`config.mk`:
```
export PLATFORM = sky130hd
export DESIGN_NAME = apb_req_bridge_flat
export DESIGN_NICKNAME = d
export VERILOG_FILES = /design/src/rtl/apb_req_bridge_pkg.sv /design/src/rtl/apb_req_bridge_if.sv /design/src/rtl/apb_timeout_counter.sv /design/src/rtl/apb_req_bridge.sv /design/src/flat_wrapper.sv
export SDC_FILE = /design/constraint.sdc
export NUM_CORES = 1
export LEC_CHECK = 0
export BUFFER_PORTS_ARGS = -buffer_cell sky130_fd_sc_hd__buf_2
export CAP_MARGIN = 25
export CELL_PAD_IN_SITES_DETAIL_PLACEMENT = 2
export CELL_PAD_IN_SITES_GLOBAL_PLACEMENT = 2
export CORE_MARGIN = 1.5
export CORE_UTILIZATION = 25
export DETAILED_ROUTE_END_ITERATION = 7
export PLACE_DENSITY = 0.87
export RECOVER_POWER = 25
export SLEW_MARGIN = 20
export SYNTH_ARGS = -nofsm -noshare
export SYNTH_HDL_FRONTEND = slang
export SYNTH_SLANG_ARGS = --single-unit
export TNS_END_PERCENT = 30
```
`constraint.sdc`:
```
create_clock -name clock -period 4.9 [get_ports clock]
set_clock_uncertainty 0.1 [all_clocks]
set_input_delay 1.47 -clock clock [delete_from_list [all_inputs] [get_ports clock]]
set_output_delay 1.47 -clock clock [all_outputs]
set_load 0.005 [all_outputs]
```
`src/rtl/apb_req_bridge_pkg.sv`:
```
// Shared types for the APB requester: state encoding and bus widths.
// Imported by the interface, the bridge and its timeout counter.
package apb_req_bridge_pkg;

    localparam int ADDR_W = 32;
    localparam int DATA_W = 32;
    localparam int STRB_W = 4;
    localparam int PROT_W = 3;

    typedef enum logic [1:0] {
        IDLE   = 2'd0,
        SETUP  = 2'd1,
        ACCESS = 2'd2,
        RESP   = 2'd3
    } state_e;

endpackage

```
`src/rtl/apb_req_bridge_if.sv`:
```
// Request/response channel plus APB out_* port of the requester.
// master = bridge view, slave = fabric/completer view.
interface apb_req_bridge_if;
    import apb_req_bridge_pkg::*;

    logic              req_valid;
    logic              req_ready;
    logic [ADDR_W-1:0] req_addr;
    logic              req_write;
    logic [DATA_W-1:0] req_wdata;
    logic [STRB_W-1:0] req_wstrb;
    logic [PROT_W-1:0] req_prot;

    logic              resp_valid;
    logic              resp_ready;
    logic [DATA_W-1:0] resp_rdata;
    logic              resp_err;

    logic [ADDR_W-1:0] out_paddr;
    logic [DATA_W-1:0] out_pwdata;
    logic              out_psel;
    logic              out_penable;
    logic              out_pwrite;
    logic [PROT_W-1:0] out_pprot;
    logic [STRB_W-1:0] out_pstrb;
    logic              out_pready;
    logic              out_pslverr;
    logic [DATA_W-1:0] out_prdata;

    modport master (
        input  req_valid, req_addr, req_write, req_wdata,
        input  req_wstrb, req_prot, resp_ready,
        input  out_pready, out_pslverr, out_prdata,
        output req_ready, resp_valid, resp_rdata, resp_err,
        output out_paddr, out_pwdata, out_psel, out_penable,
        output out_pwrite, out_pprot, out_pstrb
    );

    modport slave (
        output req_valid, req_addr, req_write, req_wdata,
        output req_wstrb, req_prot, resp_ready,
        output out_pready, out_pslverr, out_prdata,
        input  req_ready, resp_valid, resp_rdata, resp_err,
        input  out_paddr, out_pwdata, out_psel, out_penable,
        input  out_pwrite, out_pprot, out_pstrb
    );

endinterface

```
`src/rtl/apb_timeout_counter.sv`:
```
// ACCESS-phase watchdog: counts stalled cycles, flags the last allowed one.
module apb_timeout_counter #(
    parameter int TIMEOUT_CYCLES = 1024
) (
    input  logic clock,
    input  logic reset,
    input  logic clear,
    input  logic enable,
    output logic expired
);

    localparam int W = $clog2(TIMEOUT_CYCLES);
    localparam logic [W-1:0] LAST = W'(TIMEOUT_CYCLES - 1);

    logic [W-1:0] cnt_q;
    logic [W-1:0] cnt_d;

    always_comb begin
        cnt_d = cnt_q;
        if (clear) begin
            cnt_d = '0;
        end else if (enable) begin
            cnt_d = cnt_q + 1'b1;
        end
    end

    always_ff @(posedge clock) begin
        if (reset) begin
            cnt_q <= '0;
        end else begin
            cnt_q <= cnt_d;
        end
    end

    assign expired = (cnt_q == LAST);

endmodule

```
`src/rtl/apb_req_bridge.sv`:
```
// APB4 requester: one outstanding valid/ready request -> SETUP/ACCESS.
// Optional ACCESS watchdog under APB_REQ_BRIDGE_TIMEOUT_EN.
module apb_req_bridge
    import apb_req_bridge_pkg::*;
#(
    parameter int TIMEOUT_CYCLES = 1024
) (
    input logic               clock,
    input logic               reset,
    apb_req_bridge_if.master  bus
);

    if (TIMEOUT_CYCLES < 2) begin : g_bad_timeout
        $error("TIMEOUT_CYCLES must be at least 2");
    end

    state_e            state_q, state_d;
    logic [ADDR_W-1:0] addr_q, addr_d;
    logic              write_q, write_d;
    logic [DATA_W-1:0] wdata_q, wdata_d;
    logic [STRB_W-1:0] wstrb_q, wstrb_d;
    logic [PROT_W-1:0] prot_q, prot_d;
    logic [DATA_W-1:0] rdata_q, rdata_d;
    logic              err_q, err_d;
    logic              tmo_expired;

`ifdef APB_REQ_BRIDGE_TIMEOUT_EN
    apb_timeout_counter #(
        .TIMEOUT_CYCLES(TIMEOUT_CYCLES)
    ) u_tmo (
        .clock  (clock),
        .reset  (reset),
        .clear  (state_q == SETUP),
        .enable ((state_q == ACCESS) && !bus.out_pready),
        .expired(tmo_expired)
    );
`else
    assign tmo_expired = 1'b0;
`endif

    always_comb begin
        state_d = state_q;
        addr_d  = addr_q;
        write_d = write_q;
        wdata_d = wdata_q;
        wstrb_d = wstrb_q;
        prot_d  = prot_q;
        rdata_d = rdata_q;
        err_d   = err_q;
        unique case (state_q)
            IDLE: begin
                if (bus.req_valid) begin
                    addr_d  = bus.req_addr;
                    write_d = bus.req_write;
                    wdata_d = bus.req_wdata;
                    // APB4: reads carry no strobes
                    wstrb_d = bus.req_write ? bus.req_wstrb : '0;
                    prot_d  = bus.req_prot;
                    state_d = SETUP;
                end
            end
            SETUP: begin
                state_d = ACCESS;
            end
            ACCESS: begin
                if (bus.out_pready) begin
                    rdata_d = write_q ? '0 : bus.out_prdata;
                    err_d   = bus.out_pslverr;
                    state_d = RESP;
                end else if (tmo_expired) begin
                    rdata_d = '0;
                    err_d   = 1'b1;
                    state_d = RESP;
                end
            end
            RESP: begin
                if (bus.resp_ready) begin
                    state_d = IDLE;
                end
            end
            default: state_d = IDLE;
        endcase
    end

    always_ff @(posedge clock) begin
        if (reset) begin
            state_q <= IDLE;
            addr_q  <= '0;
            write_q <= 1'b0;
            wdata_q <= '0;
            wstrb_q <= '0;
            prot_q  <= '0;
            rdata_q <= '0;
            err_q   <= 1'b0;
        end else begin
            state_q <= state_d;
            addr_q  <= addr_d;
            write_q <= write_d;
            wdata_q <= wdata_d;
            wstrb_q <= wstrb_d;
            prot_q  <= prot_d;
            rdata_q <= rdata_d;
            err_q   <= err_d;
        end
    end

    assign bus.req_ready   = (state_q == IDLE);
    assign bus.resp_valid  = (state_q == RESP);
    assign bus.resp_rdata  = rdata_q;
    assign bus.resp_err    = err_q;
    assign bus.out_psel    = (state_q == SETUP) || (state_q == ACCESS);
    assign bus.out_penable = (state_q == ACCESS);
    assign bus.out_paddr   = addr_q;
    assign bus.out_pwrite  = write_q;
    assign bus.out_pwdata  = wdata_q;
    assign bus.out_pstrb   = wstrb_q;
    assign bus.out_pprot   = prot_q;

endmodule

```
`src/flat_wrapper.sv`:
```
// flat-port wrapper written by rule: the top's interface ports become plain ports
module apb_req_bridge_flat import apb_req_bridge_pkg::*;
#(
    parameter int TIMEOUT_CYCLES = 1024
)
  (clock, reset, bus_req_valid, bus_req_addr, bus_req_write, bus_req_wdata, bus_req_wstrb, bus_req_prot, bus_resp_ready, bus_out_pready, bus_out_pslverr, bus_out_prdata, bus_req_ready, bus_resp_valid, bus_resp_rdata, bus_resp_err, bus_out_paddr, bus_out_pwdata, bus_out_psel, bus_out_penable, bus_out_pwrite, bus_out_pprot, bus_out_pstrb);
  apb_req_bridge_if bus_i ();
  input logic clock;
  input logic reset;
  input wire logic [$bits(bus_i.req_valid)-1:0] bus_req_valid;
  input wire logic [$bits(bus_i.req_addr)-1:0] bus_req_addr;
  input wire logic [$bits(bus_i.req_write)-1:0] bus_req_write;
  input wire logic [$bits(bus_i.req_wdata)-1:0] bus_req_wdata;
  input wire logic [$bits(bus_i.req_wstrb)-1:0] bus_req_wstrb;
  input wire logic [$bits(bus_i.req_prot)-1:0] bus_req_prot;
  input wire logic [$bits(bus_i.resp_ready)-1:0] bus_resp_ready;
  input wire logic [$bits(bus_i.out_pready)-1:0] bus_out_pready;
  input wire logic [$bits(bus_i.out_pslverr)-1:0] bus_out_pslverr;
  input wire logic [$bits(bus_i.out_prdata)-1:0] bus_out_prdata;
  output wire logic [$bits(bus_i.req_ready)-1:0] bus_req_ready;
  output wire logic [$bits(bus_i.resp_valid)-1:0] bus_resp_valid;
  output wire logic [$bits(bus_i.resp_rdata)-1:0] bus_resp_rdata;
  output wire logic [$bits(bus_i.resp_err)-1:0] bus_resp_err;
  output wire logic [$bits(bus_i.out_paddr)-1:0] bus_out_paddr;
  output wire logic [$bits(bus_i.out_pwdata)-1:0] bus_out_pwdata;
  output wire logic [$bits(bus_i.out_psel)-1:0] bus_out_psel;
  output wire logic [$bits(bus_i.out_penable)-1:0] bus_out_penable;
  output wire logic [$bits(bus_i.out_pwrite)-1:0] bus_out_pwrite;
  output wire logic [$bits(bus_i.out_pprot)-1:0] bus_out_pprot;
  output wire logic [$bits(bus_i.out_pstrb)-1:0] bus_out_pstrb;
  assign bus_i.req_valid = bus_req_valid;
  assign bus_i.req_addr = bus_req_addr;
  assign bus_i.req_write = bus_req_write;
  assign bus_i.req_wdata = bus_req_wdata;
  assign bus_i.req_wstrb = bus_req_wstrb;
  assign bus_i.req_prot = bus_req_prot;
  assign bus_i.resp_ready = bus_resp_ready;
  assign bus_i.out_pready = bus_out_pready;
  assign bus_i.out_pslverr = bus_out_pslverr;
  assign bus_i.out_prdata = bus_out_prdata;
  assign bus_req_ready = bus_i.req_ready;
  assign bus_resp_valid = bus_i.resp_valid;
  assign bus_resp_rdata = bus_i.resp_rdata;
  assign bus_resp_err = bus_i.resp_err;
  assign bus_out_paddr = bus_i.out_paddr;
  assign bus_out_pwdata = bus_i.out_pwdata;
  assign bus_out_psel = bus_i.out_psel;
  assign bus_out_penable = bus_i.out_penable;
  assign bus_out_pwrite = bus_i.out_pwrite;
  assign bus_out_pprot = bus_i.out_pprot;
  assign bus_out_pstrb = bus_i.out_pstrb;
  apb_req_bridge #(.TIMEOUT_CYCLES(TIMEOUT_CYCLES)) u_core (.clock(clock), .reset(reset), .bus(bus_i));
endmodule
```
* After elaboration in Yosys (flattened, before gate mapping)
Index checks and enable logic that the tools add are counted.
Storage, ports and cells: memories 0, input bits 110, word-level logic and storage cells 25, latch bits 0, output and inout bits 109, bits in read-only memories 0, RAM bits 0, flip-flop bits (word level) 107
Cells by class: reduce and logical (&&, ||, !) cells 5, muxes and demuxes 6, div/mod/pow operators 0, equal/unequal tests 6, $add $sub $neg 0, bitwise operators 0, multiply operators 0, magnitude comparators 0, shifts and indexed selects 0
Operator list (number):
- $mux W32 | 1
- $pmux W2 S4 | 1
- $mux W2 | 3
- $ne A2 B2 Y1 const B | 3
- $eq A2 B2 Y1 const B | 2
- $mux W4 | 1
- $reduce_and A2 Y1 | 2
- $reduce_and A3 Y1 | 1
- $eq A2 B1 Y1 const B | 1
- $logic_not A2 Y1 | 1
- $logic_or A1 B1 Y1 | 1

* Logic depth before layout (Yosys ltp)
depth after elaboration 3, gate-level depth with buffers 7, depth with buffers taken out 5

* Least setup slack after synthesis
No wires, ideal clock.
path type input-to-reg, start point input reset, end point register u_core.addr_q[0] (netlist: u_core.bus.out_paddr[0]), arrival time 2.098 ns, stages on the path 4, library setup time 0.132 ns, path buffers 3, slack 2.569 ns, required time 4.668 ns, cells stage by stage buf_2 -> buf_2 -> clkbuf_1 -> a21oi_1
RTL lines:
- start, declared | line flat_wrapper.sv:9 | input logic reset;
- end signal, assigned | line apb_req_bridge.sv:97 | addr_q <= addr_d;
- end, declared | line apb_req_bridge.sv:18 | logic [ADDR_W-1:0] addr_q, addr_d;
No word-level cell between the ends.

* Worst setup path after layout
start point register u_core.state_q[1], end point output bus_out_psel
On the way: word-level cells in the longest chain between the ends 2, elaborated cells between the ends (all ways) 3, those cells by class 2 x eq/ne; 1 x reduce/logical
RTL lines:
- start, declared | line apb_req_bridge.sv:17 | state_e state_q, state_d;
- start signal, assigned | line apb_req_bridge.sv:96 | state_q <= state_d;
- $eq A2 B1 Y1 or $eq A2 B2 Y1 (tied branches) | line apb_req_bridge.sv:111 | assign bus.out_psel = (state_q == SETUP) || (state_q == ACCESS);
- $logic_or A1 B1 Y1 (*) | line apb_req_bridge.sv:111
- end, declared | line flat_wrapper.sv:26 | output wire logic [$bits(bus_i.out_psel)-1:0] bus_out_psel;
Mark *: on every way between the ends. The rest lies on a longest branch, timed or not.

==> results.json <==
{
  "placed_cells": 876,
  "fin_area_mm2": 0.00546,
  "cp-start-kind": "flip-flop",
  "cts_buffer_depth": 2,
  "cp_top_family": "flip-flops",
  "cp_max_fo": 4,
  "yosysTopAreaCellShare_pct": 54.2,
  "cts_buffers": 9,
  "post-place-ws_ps": 1570,
  "critPathMaxStageDelay_ps": 410,
  "synth_cells": 482,
  "clk_pin_slew_ps": 80,
  "postCtsSetupBuffers": 0,
  "grt_overflow": 0,
  "netlist_area_mm2": 0.00395,
  "cts_tree": "built",
  "cts-resized-gates": 0,
  "total_power_mw": 2.52,
  "clkPwrFrac_pct": 32.5,
  "required_ps": 3330,
  "antenna_found_initial": 0,
  "ys.warnings.count": 0,
  "clock-sinks": 107,
  "synth_xor_xnor_area_share_pct": 0,
  "min_path_type": "flip-flop to flip-flop",
  "hold_viol_final": 0,
  "grt_pass1_wl_um": 22200,
  "dr.pass1.iters": 4,
  "ys.flop_type": "dfxtp_1",
  "synthSimpleGateAreaFrac_pct": 25.5,
  "final_core_util_pct": 35.7,
  "internal_power_mw": 1.71,
  "clock.fmax_ghz": 0.349,
  "fill_cells": 1857,
  "yosysTopAreaCell": "dfxtp_1",
  "cts-root-buf": "clkbuf_16",
  "ir_drop_v": 0.000160,
  "syn_area_per_cell_um2": 8.20,
  "vias": 4056,
  "ys_seq_area_share_pct": 54.2,
  "place_area_mm2": 0.00516,
  "gp_congestion": 0.769,
  "start_util_pct": 25.8,
  "htreeDepth": 3,
  "sw_frac_of_total_pct": 32.2,
  "clock_latency_ps": 350,
  "die_x_um": 129,
  "synth.area.mux_share_pct": 0.253,
  "powerDensity_mw_per_mm2": 461,
  "run_status": "complete, no violations",
  "hpwlAfterDp_um": 10400,
  "rsz0062_at_grt": "false",
  "synth_area_leaders": "dfxtp_1 (54%), nand2_1 (17%), a21oi_1 (13%), nand4b_1 (7.1%), buf_2 (2.9%)",
  "grt_pass1_vias": 4345,
  "drv_cap": 0,
  "slowest_stage": "dfxtp_1",
  "pwr-share-comb_pct": 24.5,
  "area_growth_pct": 38.3,
  "nets": 790,
  "worstPathArrival_ps": 1290,
  "die-area_mm2": 0.0166,
  "worst_slack_ps": 2040,
  "rows": 45,
  "drtAntennaViolNets": 0,
  "top_level_ports": 219,
  "whs_ps": 357,
  "leakage_nw": 2.38,
  "min_period_over_period_pct": 58.5,
  "synth-adder-area-share_pct": 1.27,
  "drtIter0Drc": 153,
  "via_per_inst": 4.55,
  "grt_usage_pct": 17.1,
  "synth_most_common_cell": "nand2_1",
  "drive_gt1_share_pct": 31.4,
  "path_class": "flip-flop to primary output",
  "synth-edff-count": 0,
  "io_buffers": 218,
  "final-instance-count-excl-fill": 892,
  "synth_top_family_by_area": "simple AND/OR/NAND/NOR gates",
  "async_flop_share_pct": 0,
  "finalCriticalPeriod_ps": 2860,
  "drc": 0,
  "grt_max_degree": 84,
  "yosysUniqueCellTypes": 17,
  "cp_cell_sequence": "inv_1, ha_1, buf_2",
  "diodes": 0,
  "dieHeight_um": 129,
  "crit_buf_inv": 2,
  "synth_fp_nets": 596,
  "postCtsHoldBufs": 0,
  "slew_viol_final": 0,
  "switching_power_mw": 0.811,
  "wl_um": 14200,
  "synth_compound_area_share_pct": 13.6,
  "wire_per_inst_um": 16.0,
  "end_kind": "primary output",
  "sequentialPowerShare_pct": 42.9,
  "setup_tns_ps": 0,
  "tightest_slew_ps": 925,
  "ys_ff_latch": 107,
  "setup_viol": 0,
  "synthTopCellsByCount": "nand2_1 (177), dfxtp_1 (107), a21oi_1 (105)",
  "coreArea_mm2": 0.0153,
  "slew_headroom_pct": 38.1
}
## final cells by class
| class | instances | area (µm²) | share of cell area [%] |
|---|---|---|---|
| flip-flops and latches | 107 | 2140 | 39.2 |
| multi-input cells | 331 | 1610 | 29.5 |
| repair buffers | 224 | 1100 | 20.2 |
| well taps | 211 | 264 | 4.83 |
| clock buffers | 9 | 225 | 4.12 |
| clock inverters | 7 | 108 | 1.97 |
| inverters | 3 | 11.3 | 0.206 |
## power by group through the flow
stage          clock [mW]  sequential (mW)  combinational, mW
4_1_cts             0.846             1.08              0.645
6_report            0.819             1.08              0.617
5_1_grt             0.882             1.10              0.699
3_5_place_dp            0             1.10              0.640
3_3_place_gp            0             1.09              0.605
2_1_floorplan           0             1.11              0.339
## logic make-up after synthesis
kind of cell,count (synthesis)
and+or+nand+nor,220
buffers and inverters,44
muxes,1
adders and majority gates,4
AOI/OAI and AO/OA,106
DFF,107
## registers in the layout, summed over array words and instances, names as in the netlist
| name | cells |
|---|---|
| u_core.bus.out_pwdata | 32 |
| u_core.bus.out_pprot | 3 |
| u_core.state_q | 2 |
| u_core.bus.out_paddr | 32 |
| u_core.bus.resp_rdata | 32 |
| u_core.bus.out_pstrb | 4 |
| u_core.bus.out_pwrite | 1 |
| u_core.bus.resp_err | 1 |
## cell usage in the layout (no fill, tap or decap), drive strengths merged
cell,count
a21oi,105
and2,1
buf,195
bufinv,2
clkbuf,38
clkinvlp,1
dfxtp,107
ha,4
inv,7
mux2i,1
nand2,177
nand3,5
nand4b,32
nor2b,3
nor3,1
o211a,1
or4,1
## worst reg2reg max path, delay by kind of cell (launching register included)
kind,cells,cell delay [ps]
AND/OR/NAND/NOR,2,790
buffers and inverters,2,530
flip-flops,1,410
adder cells (fa/ha/maj),1,230
AO/OA/AOI/OAI,1,160
## worst paths after layout
| path | end | slack [ps] | cells after the start | start |
|---|---|---|---|---|
| hold / removal | u_core.bus.out_pwdata[10] | 360 | 2 | u_core.bus.out_pwdata[10] |
| hold reg to reg | u_core.bus.out_pwdata[10] | 360 | 2 | u_core.bus.out_pwdata[10] |
| setup reg to reg | u_core.bus.out_paddr[29] | 2600 | 6 | u_core.state_q[1] |
| setup / recovery | bus_out_psel | 2040 | 3 | u_core.state_q[1] |
## metal layers
metal / up-vias / global-route usage (%) / wire [µm] / part of all wire (%)
li1: 1985 / - / - / -
met2: 125 / 30.7 / 7220 / 51
met4: 0 / 5.29 / 188 / 1.3
met5: - / 0 / 0 / 0
met3: 14 / 4.41 / 896 / 6.3
met1: 1932 / 19.8 / 5930 / 42
No activity file was read; power rests on OpenSTA's default activity.
